File: config.mk
export PLATFORM = sky130hd
export DESIGN_NAME = rgb_pwm_gen
export DESIGN_NICKNAME = d
export VERILOG_FILES = /design/src/rtl/rgb_pwm_gen.sv
export SDC_FILE = /design/constraint.sdc
export NUM_CORES = 1
export LEC_CHECK = 0
export ABC_AREA = 1
export CELL_PAD_IN_SITES_DETAIL_PLACEMENT = 0
export CELL_PAD_IN_SITES_GLOBAL_PLACEMENT = 2
export CORE_AREA = 2 2 146 148
export DETAILED_ROUTE_END_ITERATION = 6
export DIE_AREA = 0 0 148 150
export GPL_ROUTABILITY_DRIVEN = 0
export GPL_TIMING_DRIVEN = 1
export PLACE_DENSITY = 0.8
export SLEW_MARGIN = 30
export SYNTH_ARGS = -nofsm -noshare
export SYNTH_HDL_FRONTEND = slang
export SYNTH_SLANG_ARGS = --single-unit
File: constraint.sdc
create_clock -name CLK12 -period 3.1 [get_ports CLK12]
set_clock_uncertainty 0.1 [all_clocks]
set_input_delay 0.775 -clock CLK12 [delete_from_list [all_inputs] [get_ports CLK12]]
set_output_delay 0.775 -clock CLK12 [all_outputs]
set_load 0.03 [all_outputs]
File: src/rtl/rgb_pwm_gen.sv
// Three-channel 8-bit PWM generator for the SB_RGBA_DRV inputs.
// Commands are applied glitch-free at period wrap, either immediately or as a linear fade.
package rgb_pwm_pkg;
    typedef struct packed {
        logic [1:0] chan;
        logic [7:0] level;
        logic       fade;
    } cmd_t;
endpackage

module rgb_pwm_lane (
    input  logic       gclk,
    input  logic       grst_n,
    input  logic       wrap,
    input  logic       step,
    input  logic       wr,
    input  logic [7:0] wr_level,
    input  logic       wr_fade,
    input  logic [7:0] phase_nxt,
    output logic       pwm,
    output logic       busy_nxt
);
    logic [7:0] level, target, active;
    logic [7:0] level_nxt, target_nxt, active_nxt;

    // A command on this lane takes priority over a fade step on the same wrap.
    always_comb begin
        level_nxt  = level;
        target_nxt = target;
        if (wr) begin
            target_nxt = wr_level;
            if (!wr_fade) level_nxt = wr_level;
        end else if (wrap && step) begin
            if (level < target)      level_nxt = level + 8'd1;
            else if (level > target) level_nxt = level - 8'd1;
        end
    end

    assign active_nxt = wrap ? level_nxt : active;
    assign busy_nxt   = (level_nxt != target_nxt);

    // Compare against next-state phase/duty so the output register shows
    // the first step of the new period right after the wrap edge.
    always_ff @(posedge gclk or negedge grst_n) begin
        if (!grst_n) begin
            level  <= '0;
            target <= '0;
            active <= '0;
            pwm    <= 1'b0;
        end else begin
            level  <= level_nxt;
            target <= target_nxt;
            active <= active_nxt;
            pwm    <= (phase_nxt < active_nxt);
        end
    end
endmodule

module rgb_pwm_gen #(
    parameter int PRESCALE = 47,
    parameter int FADE_DIV = 3
) (
    input  logic       CLK12,
    input  logic       RSTn,
    input  logic       CMD_VALID,
    output logic       CMD_READY,
    input  logic [1:0] CMD_CHAN,
    input  logic [7:0] CMD_LEVEL,
    input  logic       CMD_FADE,
    output logic       RGB0PWM,
    output logic       RGB1PWM,
    output logic       RGB2PWM,
    output logic       BUSY,
    output logic       PERIOD_START
);
    import rgb_pwm_pkg::*;

    localparam int NUM_LANES = 3;
    localparam int PW = (PRESCALE > 0) ? $clog2(PRESCALE + 1) : 1;
    localparam int FW = (FADE_DIV > 0) ? $clog2(FADE_DIV + 1) : 1;

    logic [PW-1:0]          presc;
    logic [FW-1:0]          fcnt;
    logic [7:0]             phase, phase_nxt;
    logic                   tick, wrap, step;
    cmd_t                   pend;
    logic                   pend_vld;
    logic [NUM_LANES-1:0]   wr, pwm, busy_nxt;

    assign tick      = (presc == PW'(PRESCALE));
    assign wrap      = tick && (phase == 8'hFF);
    assign step      = (fcnt == FW'(FADE_DIV));
    assign phase_nxt = tick ? phase + 8'd1 : phase;
    assign CMD_READY = !pend_vld;

    always_ff @(posedge CLK12 or negedge RSTn) begin
        if (!RSTn) begin
            presc        <= '0;
            phase        <= '0;
            fcnt         <= '0;
            pend         <= '0;
            pend_vld     <= 1'b0;
            BUSY         <= 1'b0;
            PERIOD_START <= 1'b0;
        end else begin
            presc <= tick ? '0 : presc + PW'(1);
            phase <= phase_nxt;
            if (wrap) fcnt <= step ? '0 : fcnt + FW'(1);
            // Slot is only ever filled while empty, so fill and drain never collide.
            if (CMD_VALID && CMD_READY) begin
                pend     <= '{chan: CMD_CHAN, level: CMD_LEVEL, fade: CMD_FADE};
                pend_vld <= 1'b1;
            end else if (wrap) begin
                pend_vld <= 1'b0;
            end
            BUSY         <= |busy_nxt;
            PERIOD_START <= wrap;
        end
    end

    for (genvar i = 0; i < NUM_LANES; i++) begin : g_lane
        assign wr[i] = wrap && pend_vld && (pend.chan == 2'd3 || pend.chan == 2'(i));
        rgb_pwm_lane u_lane (
            .gclk      (CLK12),
            .grst_n    (RSTn),
            .wrap      (wrap),
            .step      (step),
            .wr        (wr[i]),
            .wr_level  (pend.level),
            .wr_fade   (pend.fade),
            .phase_nxt (phase_nxt),
            .pwm       (pwm[i]),
            .busy_nxt  (busy_nxt[i])
        );
    end

    assign RGB0PWM = pwm[0];
    assign RGB1PWM = pwm[1];
    assign RGB2PWM = pwm[2];
endmodule

Yosys cells after proc, flatten, opt, wreduce, memory -nomap -nowiden

Cells that the tools add are included.

Flip-flop bits (word level): 105
Bits in latches: 0
RAM bits: 0
Bits in read-only memories: 0
Input bits: 14
Output and inout bits: 6
Word-level logic and storage cells: 88
Memories: 0

Add/sub/neg operators: 9
$mul: 0
Divide/modulo/power cells: 0
Magnitude comparators: 9
Equality and inequality tests: 9
Shift-type cells: 0
Muxes and demuxes: 26
Bitwise gates (word level): 0
Reductions and logical operators: 14

Operators by type and width:

| kind                  | count |
|---|---|
| $mux W8               | 22 |
| $lt A8 B8 Y1          | 6 |
| $add A8 B1 Y8 const B | 4 |
| $gt A8 B8 Y1          | 3 |
| $ne A8 B8 Y1          | 3 |
| $sub A8 B1 Y8 const B | 3 |
| $eq A8 B8 Y1 const B  | 1 |
| $logic_and A1 B1 Y1   | 7 |
| $add A6 B1 Y6 const B | 1 |
| $eq A2 B2 Y1 const B  | 3 |
| $eq A6 B6 Y1 const B  | 1 |
| $mux W6               | 1 |
| $logic_or A1 B1 Y1    | 3 |
| $reduce_or A3 Y1      | 1 |
| $add A2 B1 Y2 const B | 1 |
| $eq A2 B1 Y1 const B  | 1 |
| $logic_not A2 Y1      | 1 |
| $mux W1               | 2 |
| $mux W2               | 1 |
| $reduce_bool A2 Y1    | 1 |
| $logic_not A1 Y1      | 1 |

Logic depth before layout (Yosys ltp)

Gate-level depths: netlist of the first run.

Word-level depth: 7
Gate-level depth with buffers: 23
Mapped depth without buffers: 23

Cells and area by module

Synthesis of the first run repeated with hierarchy kept, for this count alone.

Cells, all modules: 944
Area total of the unflattened synthesis: 7094.3 um^2

Modules (own cells, without submodules):

| module                               | times used | cells each | area each (um^2) | seq. area each (um^2) |
|---|---|---|---|---|
| rgb_pwm_lane at g_lane[1].u_lane ... | 2          | 270        | 1899.3           | 625.6 |
| rgb_pwm_lane at g_lane[0].u_lane     | 1          | 270        | 1889.3           | 625.6 |
| rgb_pwm_gen                          | 1          | 134        | 1406.3           | 750.7 |

Worst setup path after synthesis of the first run

OpenSTA, ideal clock, no wires.

Path kind: reg-to-reg
Start point: reg g_lane[0].u_lane.level[5]
End point: reg g_lane[0].u_lane.pwm
Setup time: 0.077 ns
Arrival time: 2.562 ns
Data required time: 2.923 ns
Path slack: 0.361 ns
Stages on the path, launching flop included: 18
Path buffers: 0
Clock period less this slack: 2.739 ns
Cells stage by stage: dfrtp_1 ha_1 a21oi_1 nor2_1 nor2_1 nand2_1 o21ai_0 nand2_1 nor2_1 nand2_1 nand3_1 nand2_2 a21oi_1 inv_1 ha_1 a21oi_1 o21ai_0 a21oi_1

Word-level cells in the longest chain between the ends: 7
Elaborated cells on any way between the ends: 11
Classes of those cells: 2 x add/sub; 3 x order compare; 6 x mux

RTL lines:

| item                                                 | line | source |
|---|---|---|
| start: declaration                                   | 23   | `logic [7:0] level, target, active;` |
| start signal: assignment                             | 51   | `level <= level_nxt;` |
| $sub A8 B1 Y8 / $gt A8 B8 Y1 (equally long branches) | 35   | `else if (level > target) level_nxt = level - 8'd1;` |
| $mux W8                                              | 35   |  |
| $mux W8 *                                            | 34   | `if (level < target) level_nxt = level + 8'd1;` |
| $mux W8 *                                            | 33   | `end else if (wrap && step) begin` |
| $mux W8 *                                            | 30   | `if (wr) begin` |
| $mux W8 *                                            | 39   | `assign active_nxt = wrap ? level_nxt : active;` |
| via g_lane[0].u_lane.active_nxt[7]                   | 24   | `logic [7:0] level_nxt, target_nxt, active_nxt;` |
| $lt A8 B8 Y1 *                                       | 54   | `pwm <= (phase_nxt < active_nxt);` |
| end signal: assignment                               | 54   |  |
| end: declaration                                     | 20   | `output logic pwm,` |

Mark *: on every way through the listed nets, which the timed path passes. The rest lies on a longest branch.
A chain may end at the register's enable or synchronous reset.

Worst setup path after layout of the first run

Start point: reg presc[0]
End point: reg g_lane[2].u_lane.pwm

Word-level cells in the longest chain between the ends: 7
Elaborated cells on any way between the ends: 10
Classes of those cells: 1 x order compare; 1 x eq/ne; 4 x mux; 4 x reduce/logical

RTL lines:

| item                                                  | line    | source |
|---|---|---|
| start: declaration                                    | 82      | `logic [PW-1:0] presc;` |
| start signal: assignment                              | 106     | `presc <= tick ? '0 : presc + PW'(1);` |
| $eq A6 B6 Y1 *                                        | 90      | `assign tick = (presc == PW'(PRESCALE));` |
| $logic_and A1 B1 Y1 *                                 | 91      | `assign wrap = tick && (phase == 8'hFF);` |
| $logic_and A1 B1 Y1, on equally long branches         | 33, 122 |  |
| $mux W8 / $logic_and A1 B1 Y1 (equally long branches) | 33, 122 |  |
| $mux W8                                               | 30      |  |
| $mux W8 *                                             | 39      |  |
| via g_lane[2].u_lane.active_nxt[2]                    | 24      |  |
| $lt A8 B8 Y1 *                                        | 54      |  |
| end signal: assignment                                | 54      |  |
| end: declaration                                      | 20      |  |

Marks and branches as above.

==> results of run 1 <==
## worst reg2reg max path, cell delays in order (launching register included)
cell and delay [ns]:
dfrtp_1 0.41, ha_4 0.17, nand3_4 0.10, nor2_4 0.21, nand3_4 0.15, nor2_8 0.23, clkbuf_16 0.20, nand4_1 0.11
nand3_1 0.09, nand2_1 0.15, a21oi_1 0.26, inv_1 0.08, ha_1 0.27, nand2_1 0.06, inv_1 0.04, nand2_1 0.05
nand2_1 0.06, a21oi_2 0.13
## cell type report
type,count,area (um2)
fill,2185,12000
clock buffer,10,229
clock inverter,6,90.1
timing repair buffer,92,838
multi-input combinational,703,4030
tap,275,344
sequential,105,2630
inverter,154,578
## metal layers
layer	wire, um	part of all wire, %	vias to the layer above	track usage [%]
met3	715	3.3	18	2.32
met2	9940	46	101	32.6
met4	340	1.6	0	4.86
li1	-	-	3330	-
met1	10400	49	2987	27.4
met5	0	0	-	0
## cell usage after synthesis, drive strengths merged
cell type,count,share of area (%)
nand2,273,15
inv,152,8.0
dfrtp,105,37
nor2,88,5.2
nand3,78,5.8
o21ai,70,5.8
a21oi,61,4.3
ha,57,10
nand3b,20,2.1
nand4,19,1.9
clkbuf,10,0.53
buf,9,1.1
xor2,9,1.1
nor3,6,0.42
or2,5,0.44
a31oi,4,0.35
a21o,3,0.32
clkinv,2,0.11
nor2b,2,0.18
o21bai,2,0.26
a211o,1,0.12
a31o,1,0.12
and2,1,0.088
nor4,1,0.088
o211ai,1,0.11
o21a,1,0.11
## logic make-up (layout without fill, tap and decap cells)
family | count (synthesis) | count (layout) | share of synthesized area [%]
AOI/OAI and AO/OA | 144 | 144 | 11.5
and+or+nand+nor | 493 | 493 | 30.8
buffers and inverters | 173 | 262 | 9.73
DFF | 105 | 105 | 36.9
xor gates and xnor gates | 9 | 9 | 1.11
adders and majority gates | 57 | 57 | 10.0
## through the flow
stage,instances,power (mW)
final,1345,2.68
after global routing,1345,2.78
after CTS,1331,2.72
after detailed placement,1315,1.45
after global placement,1315,1.45
after floorplan,981,1.40
## final timing paths
check,cells past startpoint,endpoint
worst max-delay path,17,g_lane[2].u_lane.pwm
worst min-delay path,2,g_lane[1].u_lane.target[4]
worst max register to register,17,g_lane[2].u_lane.pwm
worst min register to register,2,g_lane[1].u_lane.active[5]
max in group asynchronous,2,pend[6]
min in group CLK12,2,g_lane[1].u_lane.active[5]
## state kept, by name (all words and copies together), names as in the netlist
register	cells
presc	6
pend	11
fcnt	2
PERIOD_START	1
g_lane.u_lane.pwm	3
g_lane.u_lane.target	24
pend_vld	1
g_lane.u_lane.level	24
phase	8
BUSY	1
g_lane.u_lane.active	24
## timing repair
item,4_1_cts,5_1_grt
setup endpoints to repair,1,3
resized for setup,1,71
endpoints found under the hold margin,0,0
cloned,0,3
setup buffers,0,11
pin swaps,0,16
## power by group through the flow
stage | combinational [mW] | clock, mW | sequential [mW]
2_1_floorplan | 0.0000778 | 0 | 1.40
3_3_place_gp | 0.0502 | 0 | 1.40
3_5_place_dp | 0.0502 | 0 | 1.40
4_1_cts | 0.0503 | 1.30 | 1.37
5_1_grt | 0.0549 | 1.36 | 1.37
6_report | 0.0476 | 1.27 | 1.37
==> reports/summary.txt, run 1 <==
outcome: completed
Syn Area/Cell: 7.26 um2
crit-path max FO: 8
Area after DPL: 0.00801 mm2
Peak VDD IR: 0.000262 V
Final ANT Viol Nets: 0
internal power: 2.10 mW
critical path type: reg2reg
Logic pwr share: 1.8%
Tmin final: 2.91 ns
Hold/Removal Path Class: in2async
die height: 150 um
Critical Path RT: 3.29 ns
switching pwr: 0.585 mW
number of global-route vias before repair: 6175
Final Cycle Share: 93.7%
synthesized cell area: 0.00712 mm2
Hold Vio Cnt, Final: 0
measured slew at the worst slew-check pin: 0.697 ns
Syn. warnings: 0
crit-path most repeated cell: nand2_1
CP peak stage delay: 0.41 ns
Net Sw Frac: 21.8%
Cells after Synth: 981
CTS tree: built
htree depth: 3
die width: 148 um
n_diodes: 0
cell family with most CP delay: simple AND/OR/NAND/NOR gates
Pwr Density: 307 mW/mm2
All-Layer GR Usage: 19.6%
Final nets: 1136
post-placement worst setup slack: 0.0177 ns
drt drc: 0
Pleak: 4.54 nW
Crit-path slowest cell: dfrtp_1
Layout area overhead: 22.7%
final setup fails: 0
Worst-Skew Late Latency: 0.36 ns
total number of vias: 6436
row count: 53
Max Transition Viols Final: 0
worst path cell trace: ha_4 -> nand3_4 -> nor2_4 -> nand3_4 -> nor2_8 -> clkbuf_16 -> nand4_1 -> nand3_1 -> nand2_1 -> a21oi_1 -> inv_1 -> ha_1 -> nand2_1 -> inv_1 -> nand2_1 -> nand2_1 -> a21oi_2
first-pass GRT wire length: 33600 um
CP arrival: 3.09 ns
GRT overflow: 0
First-pass DRT Iterations: 5
crit start category: flop
post-route setup TNS: 0 ns
Avg Vias per Cell: 4.79
Worst setup EP type: flop
initial core utilization: 34.4%
largest net degree at the start of global routing: 75
post-synth cell types: 40
most frequent cells in the layout: nand2_1, inv_1, dfrtp_1
Starting DRT DRC Count: 343
MaxCap Viol Count: 0
Top Ports: 20
r2r setup slk: 0.19 ns
top achievable clock speed: 344 MHz
commonest non-fill, non-tap cell in the layout: nand2_1
CP Buf/Inv Count: 3
sequential share of power: 51.0%
layout cells sized above 1: 17.5%
CTS sink cnt: 105
CTS Hold Bufs: 0
clock root cell: clkbuf_16
Max-slew headroom: 53.4%
CTS clk-pin slew, worst paths: 0.07 ns
Synth Net Count: 1052
Final Util: 42.2%
CTS Buffer Depth: 2
fin area: 0.00874 mm2
average routed wire per standard cell: 15.9 um
r2r startpoint: presc[0]
sequential area share after synthesis: 36.9%
post-DP HPWL: 16400 um
crit path from: presc[0]
Final Worst Setup Slack: 0.194 ns
initial antenna violation count: 0
Hold WS: 0.329 ns
# port buffers: 19
Clk network pwr share: 47.3%
CTS buffer count: 9
Core Region: 0.0207 mm2
Post-Route WL: 21400 um
DIE AREA: 0.0222 mm2
Seq cells post-synth: 105
(Power assumes the default switching activity.)
==> inputs of run 2 (changes only) <==
--- a/config.mk
+++ b/config.mk
@@ -14,7 +14,8 @@
 export GPL_ROUTABILITY_DRIVEN = 0
 export GPL_TIMING_DRIVEN = 1
 export PLACE_DENSITY = 0.8
-export SLEW_MARGIN = 30
+export SLEW_MARGIN = 20
 export SYNTH_ARGS = -nofsm -noshare
 export SYNTH_HDL_FRONTEND = slang
 export SYNTH_SLANG_ARGS = --single-unit
+export TNS_END_PERCENT = 5
==> results of run 2 <==
No change in the layout: final DEF, timing and power equal those of run 1.
